$ cat src/rtl/wb_regbank_arbiter.sv
// Register bank in the Caravel user Wishbone window, shared between the
// Wishbone slave port and a local user-logic port by round-robin arbitration.
//
// state      | meaning
// -----------+---------------------------------------------------------
// ST_IDLE    | waiting; the winning access is committed on the edge leaving
// ST_WB_ACK  | Wishbone access done, wbs_ack_o high for this cycle
// ST_LOC_ACK | local access done, loc_gnt_o high for this cycle
module wb_regbank_arbiter #(
  parameter logic [31:0] BASE_ADDR = 32'h3000_0000,
  parameter int          NUM_REGS  = 4
) (
  input  logic                             wb_clk_i,
  input  logic                             wb_rst_ni,
  input  logic                             wbs_stb_i,
  input  logic                             wbs_cyc_i,
  input  logic                             wbs_we_i,
  input  logic [3:0]                       wbs_sel_i,
  input  logic [31:0]                      wbs_dat_i,
  input  logic [31:0]                      wbs_adr_i,
  output logic                             wbs_ack_o,
  output logic [31:0]                      wbs_dat_o,
  input  logic                             loc_req_i,
  input  logic                             loc_we_i,
  input  logic [$clog2(NUM_REGS)-1:0]      loc_idx_i,
  input  logic [31:0]                      loc_dat_i,
  output logic                             loc_gnt_o,
  output logic [31:0]                      loc_dat_o,
  output logic [32*NUM_REGS-1:0]           reg_q_o
);

  localparam int IDXW = $clog2(NUM_REGS);

  localparam logic [1:0] ST_IDLE    = 2'd0;
  localparam logic [1:0] ST_WB_ACK  = 2'd1;
  localparam logic [1:0] ST_LOC_ACK = 2'd2;

  logic [1:0]      state;
  logic            last_loc;   // 1: local side was granted last, so WB wins a tie
  logic [31:0]     regs [NUM_REGS];
  logic            wb_hit;
  logic [IDXW-1:0] wb_idx;
  logic            idle;
  logic            grant_wb;
  logic            grant_loc;

  // Byte-offset bits play no part in word addressing.
  logic unused_adr_lsb;
  assign unused_adr_lsb = &{1'b0, wbs_adr_i[1:0]};

  assign wb_hit = wbs_stb_i & wbs_cyc_i &
                  (wbs_adr_i[31:2+IDXW] == BASE_ADDR[31:2+IDXW]);
  assign wb_idx = wbs_adr_i[2+IDXW-1:2];
  assign idle   = (state == ST_IDLE);

  // Round-robin choice between the two requesters while idle.
  always_comb begin
    grant_wb  = idle & wb_hit & (~loc_req_i | last_loc);
    grant_loc = idle & loc_req_i & (~wb_hit | ~last_loc);
  end

  // Ack/grant come straight from state so reset removes them immediately.
  assign wbs_ack_o = (state == ST_WB_ACK);
  assign loc_gnt_o = (state == ST_LOC_ACK);

  // Slot sequencing and arbitration history.
  always_ff @(posedge wb_clk_i or negedge wb_rst_ni) begin
    if (!wb_rst_ni) begin
      state    <= ST_IDLE;
      last_loc <= 1'b1;
    end else begin
      case (state)
        ST_IDLE: begin
          if (grant_wb) begin
            state    <= ST_WB_ACK;
            last_loc <= 1'b0;
          end else if (grant_loc) begin
            state    <= ST_LOC_ACK;
            last_loc <= 1'b1;
          end
        end
        ST_WB_ACK:  state <= ST_IDLE;
        ST_LOC_ACK: state <= ST_IDLE;
        default:    state <= ST_IDLE;
      endcase
    end
  end

  // Register writes: WB honours byte lanes, local writes the full word.
  always_ff @(posedge wb_clk_i or negedge wb_rst_ni) begin
    if (!wb_rst_ni) begin
      for (int i = 0; i < NUM_REGS; i++) regs[i] <= '0;
    end else if (grant_wb && wbs_we_i) begin
      for (int b = 0; b < 4; b++)
        if (wbs_sel_i[b]) regs[wb_idx][8*b +: 8] <= wbs_dat_i[8*b +: 8];
    end else if (grant_loc && loc_we_i) begin
      regs[loc_idx_i] <= loc_dat_i;
    end
  end

  // Read data capture; held until the next read on the same port.
  always_ff @(posedge wb_clk_i or negedge wb_rst_ni) begin
    if (!wb_rst_ni) begin
      wbs_dat_o <= '0;
      loc_dat_o <= '0;
    end else begin
      if (grant_wb && !wbs_we_i)   wbs_dat_o <= regs[wb_idx];
      if (grant_loc && !loc_we_i)  loc_dat_o <= regs[loc_idx_i];
    end
  end

  for (genvar g = 0; g < NUM_REGS; g++) begin : g_q
    assign reg_q_o[32*g +: 32] = regs[g];
  end

endmodule

$ cat config.mk
export PLATFORM = sky130hd
export DESIGN_NAME = wb_regbank_arbiter
export DESIGN_NICKNAME = d
export VERILOG_FILES = /design/src/rtl/wb_regbank_arbiter.sv
export SDC_FILE = /design/constraint.sdc
export NUM_CORES = 1
export LEC_CHECK = 0
export ABC_CLOCK_PERIOD_IN_PS = 3200
export CAP_MARGIN = 10
export CORE_MARGIN = 2
export CORE_UTILIZATION = 45
export CTS_CLUSTER_DIAMETER = 50
export CTS_CLUSTER_SIZE = 8
export DETAILED_ROUTE_END_ITERATION = 7
export HOLD_SLACK_MARGIN = 0.06
export PLACE_DENSITY = 0.86
export SLEW_MARGIN = 20
export SYNTH_ARGS = -nofsm -noshare
export SYNTH_HDL_FRONTEND = slang
export SYNTH_SLANG_ARGS = --single-unit
$ cat constraint.sdc
create_clock -name wb_clk_i -period 3.2 [get_ports wb_clk_i]
set_input_delay 0.32 -clock wb_clk_i [delete_from_list [all_inputs] [get_ports wb_clk_i]]
set_output_delay 0.32 -clock wb_clk_i [all_outputs]
set_load 0.01 [all_outputs]
==> metrics.cfg <==
[yosys]
synth-edff-count = 0
synth_nets = 871
synth.yosys.seq_area_share = 0.451
synth-main-ff-cell = dfrtp_1
yosys_register_bits = 195
ys.warnings.count = 0
number_of_library_cell_types_mapped_by_synthesis = 36
number_of_standard_cells_after_synthesis = 762
synth_area_per_cell_um2 = 14.2
postSynth.asyncResetShare = 1.00
mappedNetlistArea_um2 = 10800

[power]
power_per_cell_area_nw_per_um2 = 454
irDropWorstVdd_mv = 0.304
leakagePower_nw = 6.33

[status]
status = completed

[global_routing]
grt_remaining_overflow = 0
track_usage = 0.273
wire_length_of_the_first_global_routing_pass_um = 53900
first_global_vias = 9040
antenna_found_initial = 0
grt_max_degree = 118

[setup_path]
critical_path.reg2reg.endpoint = reg_q_o[127]
worst_ep_arrival_time_ps = 2940
critPathCaptureType = register
rr_worst_depth = 7
critical_path_class = input port to register
worst_setup_path_start_kind = input port
critical_path.reg2reg.startpoint = state[1]
critical_path_peak_fanout = 21
timing.reg2reg.setup_slack_ps = 580
required_ps = 3510

[sta]
grt_setup_unrepaired = no
slew_violations = 0
fmax_ghz = 0.379
tightest_slew_margin_relative_to_the_limit = 0.286
final-setup-viol-count = 0
timing.final.crit_share = 0.824
worst_slew_pin_slew_ps = 1070
timing.final.hold_violations = 0
fin_worst_skew_ps = 15.0
fin_tns_setup_ps = 0
final_period_minus_worst_setup_slack_ps = 2640

[cts]
clk_transition_reported_paths_ps = 80
cts_max_level = 4
root_buffer = clkbuf_16
cts_tree = built
cts_sinks = 195
clk_path_buf_depth = 2
cts_inserted_buffers = 17
insertion_delay_ps = 430

[place]
dpl.hpwl_um = 23500
placement.io_buffers = 300
placed_cells_incl_taps = 1343
gp_congestion = 0.843

[die]
standard_cell_rows = 56
die_h_um = 159
initial_core_util = 0.460
die_width_um = 159
boundaryPins = 303
die_area_um2 = 25300
coreArea_um2 = 23500

[finish]
fillers = 1790
area_used_by_multi_input_combinational_logic_um2 = 5670
area_delta_synth_final_pct = 36.4
final_cell_count_without_fillers = 1375
fraction_of_final_layout_cells_sized_beyond_drive_strength_1 = 0.320
antenna_cells_inserted = 0
layout.area.seq_um2 = 4880
number_of_nets_in_the_finished_design = 1153

[routing]
first_pass_iters = 5
viasPerCell = 6.15
vias = 8453
postRouteWirelength_um = 34200
drt_iter0_drc = 531
drcViolationCount = 0
routed_wire_length_per_instance_um = 24.9
drtAntennaViolNets = 0

[min_path]
hold_path.class = input port to asynchronous set/reset pin

[flow_run]
timing.max_cap.violations = 0

## worst max-delay path: stages
cell             delay, ps
clkdlybuf4s50_1        520
nor4_1                  70
and4_1                 240
nand3_1                130
and3_1                 210
nor2b_4                710
buf_4                  380
mux2_2                 360
## power by group
group	internal, mW	switching, mW	total, mW
Sequential	2.72	0.260	2.98
Clock	1.03	1.02	2.05
Combinational	1.03	0.629	1.66
## logic make-up after synthesis
kind of cell / Yosys count / share of synthesized area
simple gates: 97 / 0.0568
compound gates: 147 / 0.123
mux: 256 / 0.341
flops: 195 / 0.451
buf+inv: 67 / 0.0287
## synthesized netlist by cell type (2+ instances only)
library cell | count | area [um2]
dfrtp_1 | 194 | 4850
mux2_2 | 168 | 1890
a22o_1 | 135 | 1180
mux4_2 | 64 | 1440
and2_1 | 36 | 225
clkbuf_1 | 30 | 113
buf_2 | 26 | 130
mux2_4 | 22 | 330
nand3_1 | 13 | 65.1
nor2b_1 | 8 | 50.1
nor4_1 | 7 | 43.8
a21oi_4 | 6 | 97.6
and3_1 | 6 | 37.5
nor2_1 | 6 | 22.5
buf_1 | 5 | 18.8
a21oi_2 | 3 | 26.3
buf_6 | 3 | 33.8
nand2_1 | 3 | 11.3
nand4_1 | 3 | 18.8
nor4b_1 | 3 | 26.3
and2_0 | 2 | 12.5
and4_1 | 2 | 17.5
inv_1 | 2 | 7.51
mux2_1 | 2 | 22.5
nand2b_1 | 2 | 12.5
## worst max-delay path by stage
stage | from | end | slack [ps] | cells after the start
global placement | wbs_adr_i[12] | loc_dat_o[4] | 120 | 8
global route | wbs_adr_i[27] | reg_q_o[127] | 400 | 8
finish | wbs_adr_i[12] | loc_dat_o[7] | 560 | 8
CTS | wbs_adr_i[12] | loc_dat_o[0] | 570 | 8
detailed placement | wbs_adr_i[12] | loc_dat_o[7] | 130 | 8
floorplan | wbs_adr_i[27] | reg_q_o[56] | 1020 | 8
## cell usage in the layout, fill, tap and decap left out, drive strengths merged, types with 3 or more instances in the layout
cell	netlist	final
nand4	3	3
nor4b	5	5
nand3	13	13
inv	2	7
and2	38	38
clkdlybuf4s50	0	295
clkbuf	30	20
mux2	192	192
nor4	7	7
nor2	6	6
buf	35	31
dfrtp	194	194
clkinv	0	4
mux4	64	64
clkinvlp	0	3
a21oi	10	10
and3	6	6
a22o	135	135
nor2b	8	8
nand2	3	3
## per-layer routing
layer | routed length [um] | GRT usage | up-vias
met5 | 0 | 0 | -
met4 | 787 | 0.0909 | 0
met3 | 2020 | 0.0419 | 56
met2 | 16700 | 0.443 | 371
met1 | 14700 | 0.377 | 4461
li1 | - | - | 3565
## sequential cells by signal, indices dropped and copies added (netlist names)
signal,flops
reg_q_o,128
loc_dat_o,32
wbs_dat_o,32
state,2
last_loc,1
## per-stage QoR
stage	hold slack [ps]	instance area [um2]	setup slack, ps	power (mW)	utilization
6_report	483	14800	563	6.69	0.627
2_1_floorplan	24.4	10800	1020	3.72	-
5_1_grt	527	14800	403	6.96	0.627
3_5_place_dp	397	14200	126	4.69	0.603
4_1_cts	511	14800	570	6.72	0.627
3_3_place_gp	399	14200	119	4.64	0.603
## layout make-up
type	instances	area share
clock inverter	12	0.00670
multi-input combinational	500	0.385
clock buffer	19	0.0300
sequential	195	0.331
timing repair buffer	328	0.220
tap	319	0.0271
inverter	2	0.000509
## timing repair
action | 4_1_cts | 5_1_grt
buffers inserted | 0 | 0
endpoints found under the hold margin | 134 | 0
gates resized for setup | 0 | 0
hold buffers | 1 | 0
(Power assumes the default switching activity.)
